**config.mk**
```make
export PLATFORM = sky130hd
export DESIGN_NAME = mems_dac_spi_tx
export DESIGN_NICKNAME = d
export VERILOG_FILES = /design/src/rtl/mems_dac_pkg.sv /design/src/rtl/mems_spi_shifter.sv /design/src/rtl/mems_dac_spi_tx.sv
export SDC_FILE = /design/constraint.sdc
export NUM_CORES = 1
export LEC_CHECK = 0
export ABC_AREA = 1
export BUFFER_PORTS_ARGS = -buffer_cell sky130_fd_sc_hd__buf_2
export CAP_MARGIN = 20
export CELL_PAD_IN_SITES_DETAIL_PLACEMENT = 1
export CELL_PAD_IN_SITES_GLOBAL_PLACEMENT = 1
export CORE_ASPECT_RATIO = 0.75
export CORE_MARGIN = 3
export CORE_UTILIZATION = 25
export DETAILED_ROUTE_END_ITERATION = 6
export GPL_TIMING_DRIVEN = 0
export PLACE_DENSITY = 0.53
export RECOVER_POWER = 50
export SLEW_MARGIN = 10
export SYNTH_ARGS = -nofsm -noshare
export SYNTH_HDL_FRONTEND = slang
export SYNTH_SLANG_ARGS = --single-unit
```
**constraint.sdc**
```tcl
create_clock -name clk -period 1.5 [get_ports clk]
set_input_delay 0.075 -clock clk [delete_from_list [all_inputs] [get_ports clk]]
set_output_delay 0.075 -clock clk [all_outputs]
set_load 0.01 [all_outputs]
```
**src/rtl/mems_dac_pkg.sv**
```systemverilog
// Shared types and constants for the MEMS DAC SPI transmitter.
// Command bytes match the quad DAC's 24-bit frame layout {cmd, data, 8'h00}.
package mems_dac_pkg;

   localparam int WORD_W     = 24;
   localparam int N_WORDS    = 7;
   localparam int INIT_WORDS = 2;
   localparam int ADDR_W     = 4;

   localparam logic [7:0] CMD_SOFT_RESET = 8'h28;
   // Write-and-update command; the low 3 bits select the DAC channel.
   localparam logic [7:0] CMD_WR_UPD_CH  = 8'h18;
   localparam logic [7:0] CMD_LDAC       = 8'h38;

   typedef enum logic [2:0] {
      ST_IDLE,
      ST_FETCH,
      ST_SHIFT,
      ST_GAP,
      ST_FIN
   } state_t;

   function automatic logic [WORD_W-1:0] cmd_word(input logic [7:0] cmd,
                                                  input logic [7:0] data);
      return {cmd, data, 8'h00};
   endfunction

endpackage

```
**src/rtl/mems_spi_shifter.sv**
```systemverilog
// SPI frame engine: SCLK divider, half-period counter and MSB-first shift register.
// A load pulse starts one frame; frame_done flags the cycle the frame ends.
module mems_spi_shifter #(
   parameter int CLK_DIV = 4,
   parameter int WORD_W  = 24
) (
   input  logic              clk,
   input  logic              rst_n,
   input  logic              load,
   input  logic [WORD_W-1:0] word,
   output logic              frame_done,
   output logic              sclk,
   output logic              sync_n,
   output logic              mosi
);

   localparam int               DIV_W     = (CLK_DIV > 1) ? $clog2(CLK_DIV) : 1;
   localparam logic [DIV_W-1:0] DIV_LAST  = DIV_W'(CLK_DIV - 1);
   localparam logic [5:0]       HALF_LAST = 6'(2 * WORD_W - 1);

   logic [DIV_W-1:0]  div_cnt_q, div_cnt_d;
   logic [5:0]        half_cnt_q, half_cnt_d;
   logic [WORD_W-1:0] shreg_q, shreg_d;
   logic              sclk_q, sclk_d;
   logic              sync_n_q, sync_n_d;

   // NOTE: flops use non-blocking assignments so every register samples the
   // pre-edge value of its neighbours, independent of block ordering.
   always_ff @(posedge clk or negedge rst_n) begin
      if (!rst_n) begin
         div_cnt_q  <= '0;
         half_cnt_q <= '0;
         shreg_q    <= '0;
         sclk_q     <= 1'b1;
         sync_n_q   <= 1'b1;
      end else begin
         div_cnt_q  <= div_cnt_d;
         half_cnt_q <= half_cnt_d;
         shreg_q    <= shreg_d;
         sclk_q     <= sclk_d;
         sync_n_q   <= sync_n_d;
      end
   end

   // NOTE: every output of this block gets a default first, so no path can
   // leave a signal unassigned and infer a latch.
   always_comb begin
      div_cnt_d  = div_cnt_q;
      half_cnt_d = half_cnt_q;
      shreg_d    = shreg_q;
      sclk_d     = sclk_q;
      sync_n_d   = sync_n_q;
      frame_done = 1'b0;

      if (load) begin
         shreg_d    = word;
         sync_n_d   = 1'b0;
         sclk_d     = 1'b1;
         div_cnt_d  = '0;
         half_cnt_d = '0;
      end else if (!sync_n_q) begin
         if (div_cnt_q == DIV_LAST) begin
            div_cnt_d = '0;
            if (half_cnt_q == HALF_LAST) begin
               frame_done = 1'b1;
               sync_n_d   = 1'b1;
               sclk_d     = 1'b1;
               shreg_d    = '0;
            end else begin
               half_cnt_d = half_cnt_q + 6'd1;
               // Odd half ends -> SCLK rises and the next bit is presented.
               sclk_d     = half_cnt_q[0];
               if (half_cnt_q[0]) begin
                  shreg_d = {shreg_q[WORD_W-2:0], 1'b0};
               end
            end
         end else begin
            div_cnt_d = div_cnt_q + DIV_W'(1);
         end
      end
   end

   assign sclk   = sclk_q;
   assign sync_n = sync_n_q;
   assign mosi   = shreg_q[WORD_W-1];

endmodule

```
**src/rtl/mems_dac_spi_tx.sv**
```systemverilog
// Sequencer that walks mems_rom and streams each command word to the quad DAC.
// The init words are only sent on the first sequence after reset.
module mems_dac_spi_tx
   import mems_dac_pkg::*;
#(
   parameter int CLK_DIV    = 4,
   parameter int GAP_CYCLES = 2
) (
   input  logic              clk,
   input  logic              rst_n,
   input  logic              start,
   output logic [ADDR_W-1:0] rom_addr,
   input  logic [WORD_W-1:0] rom_data,
   output logic              busy,
   output logic              done,
   output logic              sclk,
   output logic              sync_n,
   output logic              mosi
);

   localparam int                GAP_W     = (GAP_CYCLES > 1) ? $clog2(GAP_CYCLES) : 1;
   localparam logic [GAP_W-1:0]  GAP_LAST  = GAP_W'(GAP_CYCLES - 1);
   localparam logic [ADDR_W-1:0] LAST_ADDR = ADDR_W'(N_WORDS - 1);
   localparam logic [ADDR_W-1:0] UPD_ADDR  = ADDR_W'(INIT_WORDS);

   state_t            state_q, state_d;
   logic [ADDR_W-1:0] rom_addr_q, rom_addr_d;
   logic [GAP_W-1:0]  gap_cnt_q, gap_cnt_d;
   logic              fetch_cnt_q, fetch_cnt_d;
   logic              init_pend_q, init_pend_d;
   logic              busy_q, busy_d;
   logic              done_q, done_d;
   logic              load;
   logic              frame_done;

   always_ff @(posedge clk or negedge rst_n) begin
      if (!rst_n) begin
         state_q     <= ST_IDLE;
         rom_addr_q  <= '0;
         gap_cnt_q   <= '0;
         fetch_cnt_q <= 1'b0;
         init_pend_q <= 1'b1;
         busy_q      <= 1'b0;
         done_q      <= 1'b0;
      end else begin
         state_q     <= state_d;
         rom_addr_q  <= rom_addr_d;
         gap_cnt_q   <= gap_cnt_d;
         fetch_cnt_q <= fetch_cnt_d;
         init_pend_q <= init_pend_d;
         busy_q      <= busy_d;
         done_q      <= done_d;
      end
   end

   always_comb begin
      state_d     = state_q;
      rom_addr_d  = rom_addr_q;
      gap_cnt_d   = gap_cnt_q;
      fetch_cnt_d = fetch_cnt_q;
      init_pend_d = init_pend_q;
      busy_d      = busy_q;
      done_d      = 1'b0;
      load        = 1'b0;

      unique case (state_q)
         ST_IDLE: begin
            if (start) begin
               busy_d      = 1'b1;
               rom_addr_d  = init_pend_q ? '0 : UPD_ADDR;
               fetch_cnt_d = 1'b0;
               state_d     = ST_FETCH;
            end
         end
         // Two cycles: one for the address register, one for the ROM register.
         ST_FETCH: begin
            if (fetch_cnt_q) begin
               load        = 1'b1;
               fetch_cnt_d = 1'b0;
               state_d     = ST_SHIFT;
            end else begin
               fetch_cnt_d = 1'b1;
            end
         end
         ST_SHIFT: begin
            if (frame_done) begin
               gap_cnt_d = '0;
               state_d   = ST_GAP;
            end
         end
         ST_GAP: begin
            if (gap_cnt_q == GAP_LAST) begin
               gap_cnt_d = '0;
               if (rom_addr_q == LAST_ADDR) begin
                  done_d  = 1'b1;
                  state_d = ST_FIN;
               end else begin
                  rom_addr_d = rom_addr_q + ADDR_W'(1);
                  state_d    = ST_FETCH;
               end
            end else begin
               gap_cnt_d = gap_cnt_q + GAP_W'(1);
            end
         end
         // done is high during this cycle while busy is still set, so a start
         // arriving with done is ignored.
         ST_FIN: begin
            init_pend_d = 1'b0;
            busy_d      = 1'b0;
            state_d     = ST_IDLE;
         end
         default: state_d = ST_IDLE;
      endcase
   end

   mems_spi_shifter #(
      .CLK_DIV (CLK_DIV),
      .WORD_W  (WORD_W)
   ) u_shifter (
      .clk        (clk),
      .rst_n      (rst_n),
      .load       (load),
      .word       (rom_data),
      .frame_done (frame_done),
      .sclk       (sclk),
      .sync_n     (sync_n),
      .mosi       (mosi)
   );

   assign rom_addr = rom_addr_q;
   assign busy     = busy_q;
   assign done     = done_q;

endmodule

```
======== Yosys cells after proc, flatten, opt, wreduce, memory -nomap -nowiden ========
Cells that the tools add are included.
Widths: inputs -> output; s select.
storage, ports and cells
  register bits after elaboration ......... 46
  output and inout bits ................... 9
  logic and storage cells ................. 91
operators by class
  multiplexer cells ....................... 46
  eq/ne operators ......................... 14
  add/subtract/negate cells ............... 4
  reductions and logical operators ........ 15
operator list
  kind                 number
  $mux 24              5
  $mux 6               4
  $mux 1               20
  $mux 3               5
  $ne 2x2->1 const B   7
  $mux 4               3
  $pmux 3 s4           1
  $reduce_bool 2->1    5
  $mux 2               4
  $pmux 4 s2           1
  $reduce_and 2->1     4
  $reduce_and 4->1     2
  $add 6x1->6 const B  1
  $eq 3x2->1 const B   2
  $eq 6x6->1 const B   1
  $pmux 1 s2           3
  $reduce_and 3->1     2
  $add 4x1->4 const B  1
  $eq 4x3->1 const B   1
  $eq 3x1->1 const B   1
  $eq 3x3->1 const B   1
  $logic_not 3->1      1
  $reduce_bool 3->1    1
  $add 2x1->2 const B  1
  other kinds (2)      2

======== Depth between registers and ports, before layout ========
Gate-level depths: netlist of the first run.
  depth in word-level cells ............... 7
  depth in mapped cells ................... 10

======== Modules after synthesis ========
From an unflattened synthesis of the first run, not the netlist that was laid out.
unflattened totals
  cell total of the unflattened synthesis .. 337
  area, all modules ....................... 2563.7 um2
by module, submodules not included
  module            cells each  area each (um2)  seq. area each (um2)  times used
  mems_spi_shifter  248         1859.3           853.3                 1
  mems_dac_spi_tx   89          704.4            301.5                 1

======== Worst setup path before layout of the first run ========
No wires, ideal clock.
  path kind ............................... reg2reg
  start point ............................. reg u_shifter.half_cnt_q[0]
  end point ............................... reg u_shifter.shreg_q[10]
  data arrival time ....................... 1.323 ns
  stages on the path, launching flop included .. 11
  setup slack ............................. 0.061 ns
  library setup time ...................... 0.116 ns
  data required time ...................... 1.384 ns
  path buffers ............................ 1
  cell sequence ........................... dfrtp_1 > ha_1 > nand3_2 > nor2_4 > nor2_2 > nand2_2 > nand2_4 > clkinv_2 > buf_6 > nand2_1 > nand2_1
on the way
  cells in the longest elaborated chain, start to end .. 5
  elaborated cells between the ends (all ways) .. 7
  those cells by class .................... eq/ne (1); mux (4); reduce/logical (2)
ends and longest elaborated chain
  item                      RTL line                source
  start: declaration        mems_spi_shifter.sv:22  logic [5:0] half_cnt_q, half_cnt_d;
  start signal: assignment  mems_spi_shifter.sv:38  half_cnt_q <= half_cnt_d;
  $eq 6x6->1                mems_spi_shifter.sv:64  if (half_cnt_q == HALF_LAST) begin
  $mux 24                   mems_spi_shifter.sv:64
  $mux 24                   mems_spi_shifter.sv:62  if (div_cnt_q == DIV_LAST) begin
  $mux 24                   mems_spi_shifter.sv:61  end else if (!sync_n_q) begin
  $mux 24                   mems_spi_shifter.sv:55  if (load) begin
  end signal: assignment    mems_spi_shifter.sv:39  shreg_q <= shreg_d;
  end: declaration          mems_spi_shifter.sv:23  logic [WORD_W-1:0] shreg_q, shreg_d;
Several ways; a longest one is shown, not always the timed one. The select of a mux whose other input is x is not followed.
A chain may end at the register's enable or synchronous reset.

======== Final worst setup path of the first run ========
  start point ............................. reg u_shifter.half_cnt_q[0]
  end point ............................... reg u_shifter.shreg_q[14]
The elaborated chain is that of the path after synthesis.

==> impl_metrics.py, run 1 <==
metrics = {
    "outcome": {
        "outcome": "finished clean",
    },
    "clock_network": {
        "root_buffer": "clkbuf_16",
        "clock-sinks": 46,
        "clkTransAtPathRegs_ps": 70,
        "cts_tree": "yes",
        "cts_buffers": 5,
        "htree_levels": 2,
        "clock_latency_ps": 290,
        "clk_path_buf_depth": 2,
    },
    "yosys": {
        "synth-edff-count": 0,
        "synthArstFlopShare": 1.00,
        "syn_area_mm2": 0.00244,
        "synthFlopType": "dfrtp_1",
        "yosys.cell_types.count": 29,
        "synth_warnings": 0,
        "syn_avg_cell_area_um2": 7.57,
        "syn_inst": 323,
        "synth.net_count": 354,
        "yosysSeqAreaShare": 0.472,
        "ys_seq_elements": 46,
    },
    "worst_setup_path": {
        "r2r_start": "u_shifter.half_cnt_q[0]",
        "crit_top_cell": "nor2_4",
        "crit_end": "u_shifter.shreg_q[14]",
        "cp_max_fo": 6,
        "start_kind": "flip-flop",
        "cp.required_ps": 1680,
        "rr_worst_depth": 10,
        "cp_num_cells": 10,
        "crit_slowest_cell": "dfrtp_1",
        "worst_ep_arrival_time_ps": 1660,
        "max_stage_delay_ps": 410,
        "path_cells": "ha_4 > nand3_4 > nor2_4 > nor2_4 > nand2_4 > nand2_8 > clkinv_8 > clkbuf_16 > nand2_2 > nand2_1",
        "criticalPathCategory": "flip-flop to flip-flop",
        "critPathBufInv": 2,
        "rrSetupSlack_ps": 20,
        "r2r_end": "u_shifter.shreg_q[14]",
        "cp_top_family": "simple AND/OR/NAND/NOR gates",
        "endpoint_kind": "flip-flop",
        "crit_start": "u_shifter.half_cnt_q[0]",
    },
    "die": {
        "initial_core_util": 0.264,
        "dieArea_mm2": 0.0110,
        "die_h_um": 91.6,
        "rows": 30,
        "core_area_mm2": 0.00927,
        "die_w_um": 120,
        "io_pins": 36,
    },
    "route": {
        "first_pass_iters": 4,
        "wirelength_um": 6680,
        "postRouteAntennaNets": 0,
        "first_iter_violations": 88,
        "drc_errors": 0,
        "routed_via_density": 4.28,
        "wl_per_cell_um": 13.0,
        "vias": 2206,
    },
    "placed_design": {
        "place_area_mm2": 0.00280,
        "portBuffers": 35,
        "hpwl_um": 4420,
        "gp_congestion": 0.690,
    },
    "power_and_ir_drop": {
        "ir_worst_vdd_mv": 0.568,
        "p_clk_frac": 0.183,
        "power.total_uw": 6030,
        "p_per_area_mw_per_mm2": 1860,
        "power.leakage_uw": 0.00166,
        "swShare": 0.408,
        "p_switching_uw": 2460,
        "power_frac_seq": 0.329,
        "p_int_uw": 3570,
        "power_frac_comb": 0.489,
    },
    "grt": {
        "globalRouteOverflowTotal": 0,
        "grt_pass1_vias": 2208,
        "grt.total_usage": 0.125,
        "grt_pass1_wl_um": 11100,
        "antenna_found_initial": 0,
        "grt_start_max_net_pins": 28,
    },
    "sta": {
        "maxSlewHeadroom": 0.650,
        "worst_slew_pin_slew_ps": 524,
        "fmax_mhz": 677,
        "setup_viol_count_final": 0,
        "hold_violations": 0,
        "period_minus_slack_ps": 1480,
        "period_share": 0.984,
        "rsz0062_at_grt": "yes",
        "slew_violations": 0,
        "fin_skew_ps": 5.22,
        "setup_tns_ps": 0,
    },
    "layout": {
        "area_growth_pct": 32.9,
        "fin_area_mm2": 0.00325,
        "layout_common_cells": "156 x nand2_1, 40 x dfrtp_1, 33 x buf_2, 31 x nand3_1, 17 x buf_4",
        "num-fill-cells": 1160,
        "layout_commonest_cell": "nand2_1",
        "layout-drive-gt1-share": 0.269,
        "nNetsFinal": 417,
        "antenna_cells": 0,
        "final_util": 0.350,
    },
    "min_path": {
        "hold_class": "primary input to flip-flop",
    },
    "job": {
        "max_cap_violations": 0,
    },
}
## sequential cells by signal, indices dropped and copies added (netlist names)
register	flops
u_shifter.half_cnt_q	6
gap_cnt_q	1
u_shifter.sync_n	1
done	1
u_shifter.div_cnt_q	2
rom_addr	4
init_pend_q	1
u_shifter.sclk	1
u_shifter.shreg_q	24
fetch_cnt_q	1
busy	1
state_q	3
## stage by stage
step / hold WS (ps) / instances / setup WS (ps)
after floorplan: -221 / 323 / 60.9
after global placement: 294 / 486 / -123
after detailed placement: 86.4 / 487 / -135
after CTS: 44.2 / 504 / -13.0
after global routing: 54.6 / 515 / -65.8
final: 44.8 / 515 / 23.6
## layout make-up
class | count | area [um^2] | area share
Multi-Input combinational cell | 248 | 1210 | 0.371
Timing Repair Buffer | 56 | 369 | 0.114
Tap cell | 128 | 160 | 0.0493
Buffer | 13 | 141 | 0.0435
Sequential cell | 46 | 1160 | 0.357
Clock buffer | 8 | 136 | 0.0420
Inverter | 16 | 77.6 | 0.0239
## power groups by stage
stage / Sequential (uW) / Clock [uW] / Combinational [uW]
after floorplan: 1960 / 0 / 1770
after global placement: 1990 / 0 / 2340
after detailed placement: 2000 / 0 / 2380
after CTS: 1970 / 1150 / 2510
after global routing: 2050 / 1190 / 3400
final: 1980 / 1100 / 2950
## cell families after synthesis
logic type | synth area share
AOI/OAI and AO/OA | 0.0389
xor gates and xnor gates | 0.0215
adders and majority gates | 0.0205
buffers and inverters | 0.0655
DFF | 0.472
and+or+nand+nor | 0.381
## tightest hold or removal path: stages
cell	delay [ps]
buf_2	90
a21oi_1	60
nor2_1	70
## cells in the mapped netlist (4+ instances only)
master | n | area share
o21ai_0 | 6 | 0.012
ha_1 | 4 | 0.020
buf_6 | 5 | 0.023
xor2_1 | 4 | 0.014
buf_2 | 7 | 0.014
dfrtp_1 | 43 | 0.44
inv_1 | 12 | 0.018
nor2_1 | 12 | 0.018
nand3_1 | 33 | 0.068
o21ai_1 | 4 | 0.0082
nand2_1 | 164 | 0.25
## routing by layer
| metal | GRT usage | vias to the layer above | part of all wire |
|---|---|---|---|
| li1 | - | 1139 | - |
| met1 | 0.188 | 1038 | 0.54 |
| met2 | 0.176 | 25 | 0.42 |
| met3 | 0.0302 | 4 | 0.030 |
| met4 | 0.0372 | 0 | 0.010 |
| met5 | 0 | - | 0 |
## worst min-delay path by stage
stage,endpoint,from,slack [ps],depth (start not counted)
finish,busy,start,40,3
global route,busy,start,50,3
CTS,busy,start,40,3
detailed placement,u_shifter.half_cnt_q[5],rst_n,90,1
global placement,u_shifter.shreg_q[0],rom_data[0],290,3
floorplan,busy,rst_n,-220,0
## what timing repair did
action / CTS / global route
hold buffers: 2 / 0
hold endpoints to repair: 19 / 0
gates resized for setup: 8 / 35
setup endpoints to repair: 27 / 37
cloned: 0 / 2
pin swaps: 4 / 7
setup buffers: 7 / 9
No activity file was read; power rests on OpenSTA's default activity.
==> run 2, diff against run 1 <==
==> constraint.sdc (replaced) <==
create_clock -name clk -period 1.5 [get_ports clk]
set_input_delay 0.225 -clock clk [delete_from_list [all_inputs] [get_ports clk]]
set_output_delay 0.225 -clock clk [all_outputs]
set_load 0.01 [all_outputs]
==> run 2 against run 1 <==
Sequential cell count unchanged. Setup slack worse by 0.66 ps. Via count decreased by 0.32%. Largest power group unchanged. Critical path type unchanged. Register-to-register slack hardly changed. Die area stayed put. Non-clock buffer count down 1. Combinational power hardly changed. Worst hold slack better by 110 ps.
==> impl_metrics.py, run 2 (same netlist as run 1, synthesis figures left out) <==
metrics = {
    "outcome": {
        "outcome": "finished clean",
    },
    "worst_setup_path": {
        "crit_top_cell": "nor2_4",
        "start_kind": "flip-flop",
        "r2r_end": "u_shifter.shreg_q[14]",
        "path_cells": "ha_4 > nand3_4 > nor2_4 > nor2_4 > nand2_4 > nand2_8 > clkinv_8 > clkbuf_16 > nand2_2 > nand2_1",
        "worst_ep_arrival_time_ps": 1660,
        "rr_worst_depth": 10,
        "cp.required_ps": 1680,
        "r2r_start": "u_shifter.half_cnt_q[0]",
        "criticalPathCategory": "flip-flop to flip-flop",
        "endpoint_kind": "flip-flop",
        "max_stage_delay_ps": 410,
        "crit_start": "u_shifter.half_cnt_q[0]",
        "crit_end": "u_shifter.shreg_q[14]",
        "cp_max_fo": 6,
        "rrSetupSlack_ps": 20,
        "crit_slowest_cell": "dfrtp_1",
    },
    "placed_design": {
        "hpwl_um": 4420,
        "portBuffers": 35,
        "place_area_mm2": 0.00280,
        "dp.cells": 487,
        "gp_congestion": 0.690,
    },
    "die": {
        "dieArea_mm2": 0.0110,
        "die_w_um": 120,
        "rows": 30,
        "core_area_mm2": 0.00927,
        "die_h_um": 91.6,
        "initial_core_util": 0.264,
        "io_pins": 36,
    },
    "sta": {
        "fin_skew_ps": 7.04,
        "period_minus_slack_ps": 1480,
        "maxSlewHeadroom": 0.650,
        "period_share": 0.985,
        "holdWs_ps": 151,
        "rsz0062_at_grt": "yes",
        "fmax_mhz": 677,
        "hold_violations": 0,
        "setup_viol_count_final": 0,
        "slew_violations": 0,
        "worst_slew_pin_slew_ps": 525,
    },
    "layout": {
        "final_cells": 514,
        "antenna_cells": 0,
        "largest_reg_flops": 24,
        "layout_commonest_cell": "nand2_1",
        "layout_common_cells": "156 x nand2_1, 40 x dfrtp_1, 33 x buf_2, 31 x nand3_1, 16 x buf_4",
        "fin_area_mm2": 0.00324,
        "regMostFlops": "u_shifter.shreg_q",
        "nNetsFinal": 416,
        "layout-drive-gt1-share": 0.269,
        "area_growth_pct": 32.5,
        "num-fill-cells": 1159,
    },
    "grt": {
        "globalRouteOverflowTotal": 0,
        "grt.total_usage": 0.125,
        "grt_pass1_wl_um": 11100,
        "antenna_found_initial": 0,
        "grt_pass1_vias": 2202,
        "grt_start_max_net_pins": 28,
    },
    "min_path": {
        "hold_class": "primary input to flip-flop",
    },
    "clock_network": {
        "clkTransAtPathRegs_ps": 60,
        "htree_levels": 2,
        "cts_buffers": 5,
        "root_buffer": "clkbuf_16",
        "clock_latency_ps": 290,
        "clock-sinks": 46,
        "cts_tree": "yes",
        "clk_path_buf_depth": 2,
    },
    "job": {
        "max_cap_violations": 0,
    },
    "route": {
        "wirelength_um": 6680,
        "wl_per_cell_um": 13.0,
        "routed_via_density": 4.28,
        "vias": 2199,
        "first_pass_iters": 4,
        "drc_errors": 0,
        "postRouteAntennaNets": 0,
        "first_iter_violations": 88,
    },
    "power_and_ir_drop": {
        "p_per_area_mw_per_mm2": 1860,
        "ir_worst_vdd_mv": 0.575,
        "power.total_uw": 6030,
        "power.leakage_uw": 0.00166,
    },
}
## run 2: cell types whose count changed in the layout (fill, tap and decap cells not counted), sizes merged
cell	change
clkbuf	+1
buf	-1
dlygate4sd3	-1
## run 2: metrics by stage
stage,setup slack (ps),utilization,TNS (ps)
global route,-65.8,0.349,-1910
global placement,-123,0.300,-2310
CTS,-13.0,0.326,-54.7
detailed placement,-135,0.302,-2800
floorplan,60.9,-,0
finish,22.9,0.349,0
## run 2: layer usage
| layer | wire length (um) | share of wire | track usage |
|---|---|---|---|
| met2 | 2790 | 0.42 | 0.176 |
| met4 | 70 | 0.010 | 0.0372 |
| met3 | 198 | 0.030 | 0.0302 |
| met1 | 3630 | 0.54 | 0.187 |
| met5 | 0 | 0 | 0 |
## run 2: power by group
group | leakage (uW) | total (uW) | internal (uW) | switching [uW]
clock | 0.0000652 | 1110 | 622 | 486
combinational | 0.00101 | 2940 | 1260 | 1680
sequential | 0.000580 | 1980 | 1680 | 298
## run 2: how the worst min path moves through the flow
stage / startpoint / endpoint / slack (ps) / cells after the start
after floorplan: rst_n / busy / -70 / 0
after global placement: rom_data[0] / u_shifter.shreg_q[0] / 440 / 3
after detailed placement: rst_n / u_shifter.half_cnt_q[5] / 240 / 1
after CTS: rom_data[0] / u_shifter.shreg_q[0] / 150 / 3
after global routing: rom_data[0] / u_shifter.shreg_q[0] / 160 / 3
final: rom_data[0] / u_shifter.shreg_q[0] / 150 / 3
## run 2: area by class of cell
class | instances | area (um^2) | share of cell area
sequential | 46 | 1160 | 0.358
inverter | 16 | 77.6 | 0.0239
multi-input combinational | 248 | 1210 | 0.372
buffer | 13 | 141 | 0.0436
timing repair buffer | 55 | 359 | 0.111
clock buffer | 8 | 136 | 0.0421
tap | 128 | 160 | 0.0494
## run 2: repair_timing
action | 4_1_cts | 5_1_grt
endpoints found under the setup margin | 27 | 37
cloned | 0 | 2
pin swaps | 4 | 7
buffers inserted | 7 | 9
hold endpoints to repair | 18 | 0
hold buffers | 1 | 0
gates resized for setup | 8 | 35
## run 2: worst max-delay path, delay by kind of cell (launching register included)
family	cells	cell delay, ps
buffers and inverters	2	250
flip-flops	1	410
AND/OR/NAND/NOR	7	520
adder cells (fa/ha/maj)	1	190
==> run 3, diff against run 2 <==
- ABC_AREA: 1 -> default
- PLACE_DENSITY: 0.53 -> 0.51
==> run 3 against run 2 <==
The run now ends with negative setup slack left. Critical path type unchanged. Design area is 0.39% higher. Clock-buffer cell count is 3 lower. Wire length is 5.8% lower. Utilization is 2.1 points higher. Final cell count is 16% lower. Clock power is 14% higher.
==> impl_metrics.py, run 3 <==
metrics = {
    "outcome": {
        "outcome": "finished with violations",
        "violations": "negative setup slack",
    },
    "placed_design": {
        "dp_slack_ps": -682,
        "gp_congestion": 0.679,
        "portBuffers": 35,
        "dp.cells": 399,
        "hpwl_um": 3940,
    },
    "die": {
        "die_w_um": 118,
        "initial_core_util": 0.268,
        "core_area_mm2": 0.00878,
        "rows": 29,
        "die_h_um": 90.0,
        "dieArea_mm2": 0.0106,
        "io_pins": 36,
    },
    "power_and_ir_drop": {
        "p_per_area_mw_per_mm2": 818,
        "p_int_uw": 2110,
        "ir_worst_vdd_mv": 0.407,
        "p_switching_uw": 548,
        "power.total_uw": 2660,
        "power.leakage_uw": 0.00153,
        "swShare": 0.206,
        "power_frac_seq": 0.481,
        "p_clk_frac": 0.473,
        "power_frac_comb": 0.046,
    },
    "layout": {
        "layout-drive-gt1-share": 0.398,
        "final_cells": 433,
        "largest_reg_flops": 24,
        "num-fill-cells": 1036,
        "final_util": 0.370,
        "nNetsFinal": 339,
        "layout_commonest_cell": "nand2_1",
        "antenna_cells": 0,
        "area_growth_pct": 38.3,
        "ff_latch_area_mm2": 0.00116,
        "layout_common_cells": "49 x nand2_1, 41 x buf_2, 39 x dfrtp_1, 31 x o21ai_0, 20 x buf_4",
        "multiInputGateArea_mm2": 0.00122,
        "regMostFlops": "u_shifter.shreg_q",
    },
    "route": {
        "wirelength_um": 6290,
        "drc_errors": 0,
        "wl_per_cell_um": 14.5,
        "first_iter_violations": 69,
        "first_pass_iters": 4,
        "vias": 1944,
        "postRouteAntennaNets": 0,
        "routed_via_density": 4.49,
    },
    "worst_setup_path": {
        "cp.required_ps": 1670,
        "rr_worst_depth": 7,
        "start_kind": "flip-flop",
        "criticalPathCategory": "flip-flop to flip-flop",
        "endpoint_kind": "flip-flop",
        "crit_start": "u_shifter.half_cnt_q[0]",
        "worst_ep_arrival_time_ps": 1880,
        "rrSetupSlack_ps": -220,
        "cp_max_fo": 5,
        "r2r_start": "u_shifter.half_cnt_q[0]",
        "r2r_end": "u_shifter.shreg_q[5]",
        "crit_end": "u_shifter.shreg_q[5]",
    },
    "yosys": {
        "yosysMostFrequentCell": "nand2_1",
        "synth_warnings": 0,
        "synthArstFlopShare": 1.00,
        "synth_top_area_cell": "dfrtp_1",
        "ys_seq_elements": 46,
        "yosysSeqAreaShare": 0.491,
        "synthTopCellsByArea": "dfrtp_1 46%, nand2_1 8.0%, mux2_2 7.2%",
        "yosys-top-cells-count": "50 x nand2_1, 43 x dfrtp_1, 33 x o21ai_0",
        "synth-edff-count": 0,
        "yosysTopAreaCellShare": 0.458,
        "syn_avg_cell_area_um2": 9.84,
        "syn_area_mm2": 0.00235,
        "yosys.cell_types.count": 38,
        "synth.net_count": 270,
        "synthFlopType": "dfrtp_1",
        "syn_inst": 239,
    },
    "clock_network": {
        "clkTransAtPathRegs_ps": 70,
        "cts_buffers": 5,
        "clk_path_buf_depth": 2,
        "htree_levels": 2,
        "cts_tree": "yes",
        "clock_latency_ps": 280,
        "clock-sinks": 46,
        "root_buffer": "clkbuf_16",
    },
    "sta": {
        "hold_violations": 0,
        "maxSlewHeadroom": 0.423,
        "period_share": 1.15,
        "fin_skew_ps": 4.85,
        "setup_slack_ps": -219,
        "fmax_mhz": 582,
        "worst_slew_pin_slew_ps": 866,
        "slew_violations": 0,
        "period_minus_slack_ps": 1720,
        "setup_viol_count_final": 31,
        "rsz0062_at_grt": "yes",
    },
    "min_path": {
        "hold_class": "primary input to flip-flop",
    },
    "job": {
        "max_cap_violations": 0,
    },
    "grt": {
        "globalRouteOverflowTotal": 0,
        "antenna_found_initial": 0,
        "grt_start_max_net_pins": 33,
        "grt.total_usage": 0.119,
        "grt_pass1_vias": 2112,
        "grt_pass1_wl_um": 10400,
    },
}
run 3: per-stage QoR:
| step | hold WS, ps | cell area [um^2] | TNS [ps] |
|---|---|---|---|
| finish | 170 | 3250 | -5150 |
| global route | 210 | 3250 | -11520 |
| CTS | 158 | 3160 | -5400 |
| detailed placement | 171 | 2710 | -15390 |
| global placement | 446 | 2690 | -15430 |
| floorplan | -70.6 | 2360 | -5220 |
run 3: repair_timing:
item,CTS,global route
gates cloned,2,1
buffers inserted,14,10
setup endpoints to repair,38,39
pin swaps,7,7
hold buffers,1,0
resized for setup,41,16
endpoints found under the hold margin,12,0
run 3: per-layer routing:
| metal | vias up | GRT usage | wire (um) |
|---|---|---|---|
| met5 | - | 0 | 0 |
| met4 | 0 | 0.0322 | 50 |
| li1 | 962 | - | - |
| met2 | 26 | 0.183 | 2830 |
| met1 | 951 | 0.163 | 3180 |
| met3 | 5 | 0.0345 | 229 |
run 3: cell type report:
| cell class | count | area share |
|---|---|---|
| Timing Repair Buffer | 62 | 0.127 |
| Multi-Input combinational cell | 176 | 0.376 |
| Clock inverter | 3 | 0.0123 |
| Inverter | 3 | 0.00346 |
| Clock buffer | 5 | 0.0385 |
| Buffer | 14 | 0.0381 |
| Sequential cell | 46 | 0.357 |
| Tap cell | 124 | 0.0477 |
run 3: worst min-delay path by stage:
| stage | cells after the start | start | to |
|---|---|---|---|
| 6_report | 3 | rom_data[0] | u_shifter.shreg_q[0] |
| 5_1_grt | 3 | rom_data[0] | u_shifter.shreg_q[0] |
| 4_1_cts | 3 | rom_data[0] | u_shifter.shreg_q[0] |
| 3_5_place_dp | 1 | rst_n | u_shifter.shreg_q[12] |
| 3_3_place_gp | 3 | rom_data[0] | u_shifter.shreg_q[0] |
| 2_1_floorplan | 0 | rst_n | busy |
run 3: power by group through the flow:
stage          registers, uW  logic (uW)  clock network [uW]
2_1_floorplan           1300        36.1                   0
3_3_place_gp            1300         107                   0
3_5_place_dp            1300         114                   0
4_1_cts                 1280         128                1290
5_1_grt                 1280         141                1360
6_report                1280         123                1260
run 3: cell families (layout without fill, tap and decap cells):
| kind of cell | after synthesis | in the layout | share of synthesized area |
|---|---|---|---|
| xor+xnor | 4 | 4 | 0.0149 |
| mux | 28 | 28 | 0.132 |
| simple gates | 89 | 89 | 0.173 |
| buf+inv | 17 | 87 | 0.0389 |
| flops | 46 | 46 | 0.491 |
| fa+ha+maj | 4 | 4 | 0.0213 |
| compound gates | 51 | 51 | 0.129 |
run 3: worst max-delay path, cell delays in order, from the launching register on:
cell and delay [ps]:
dfrtp_2 430, ha_4 170, and4b_1 190, a21oi_2 170
o21ai_4 90, buf_6 130, buf_8 130, mux2_4 290
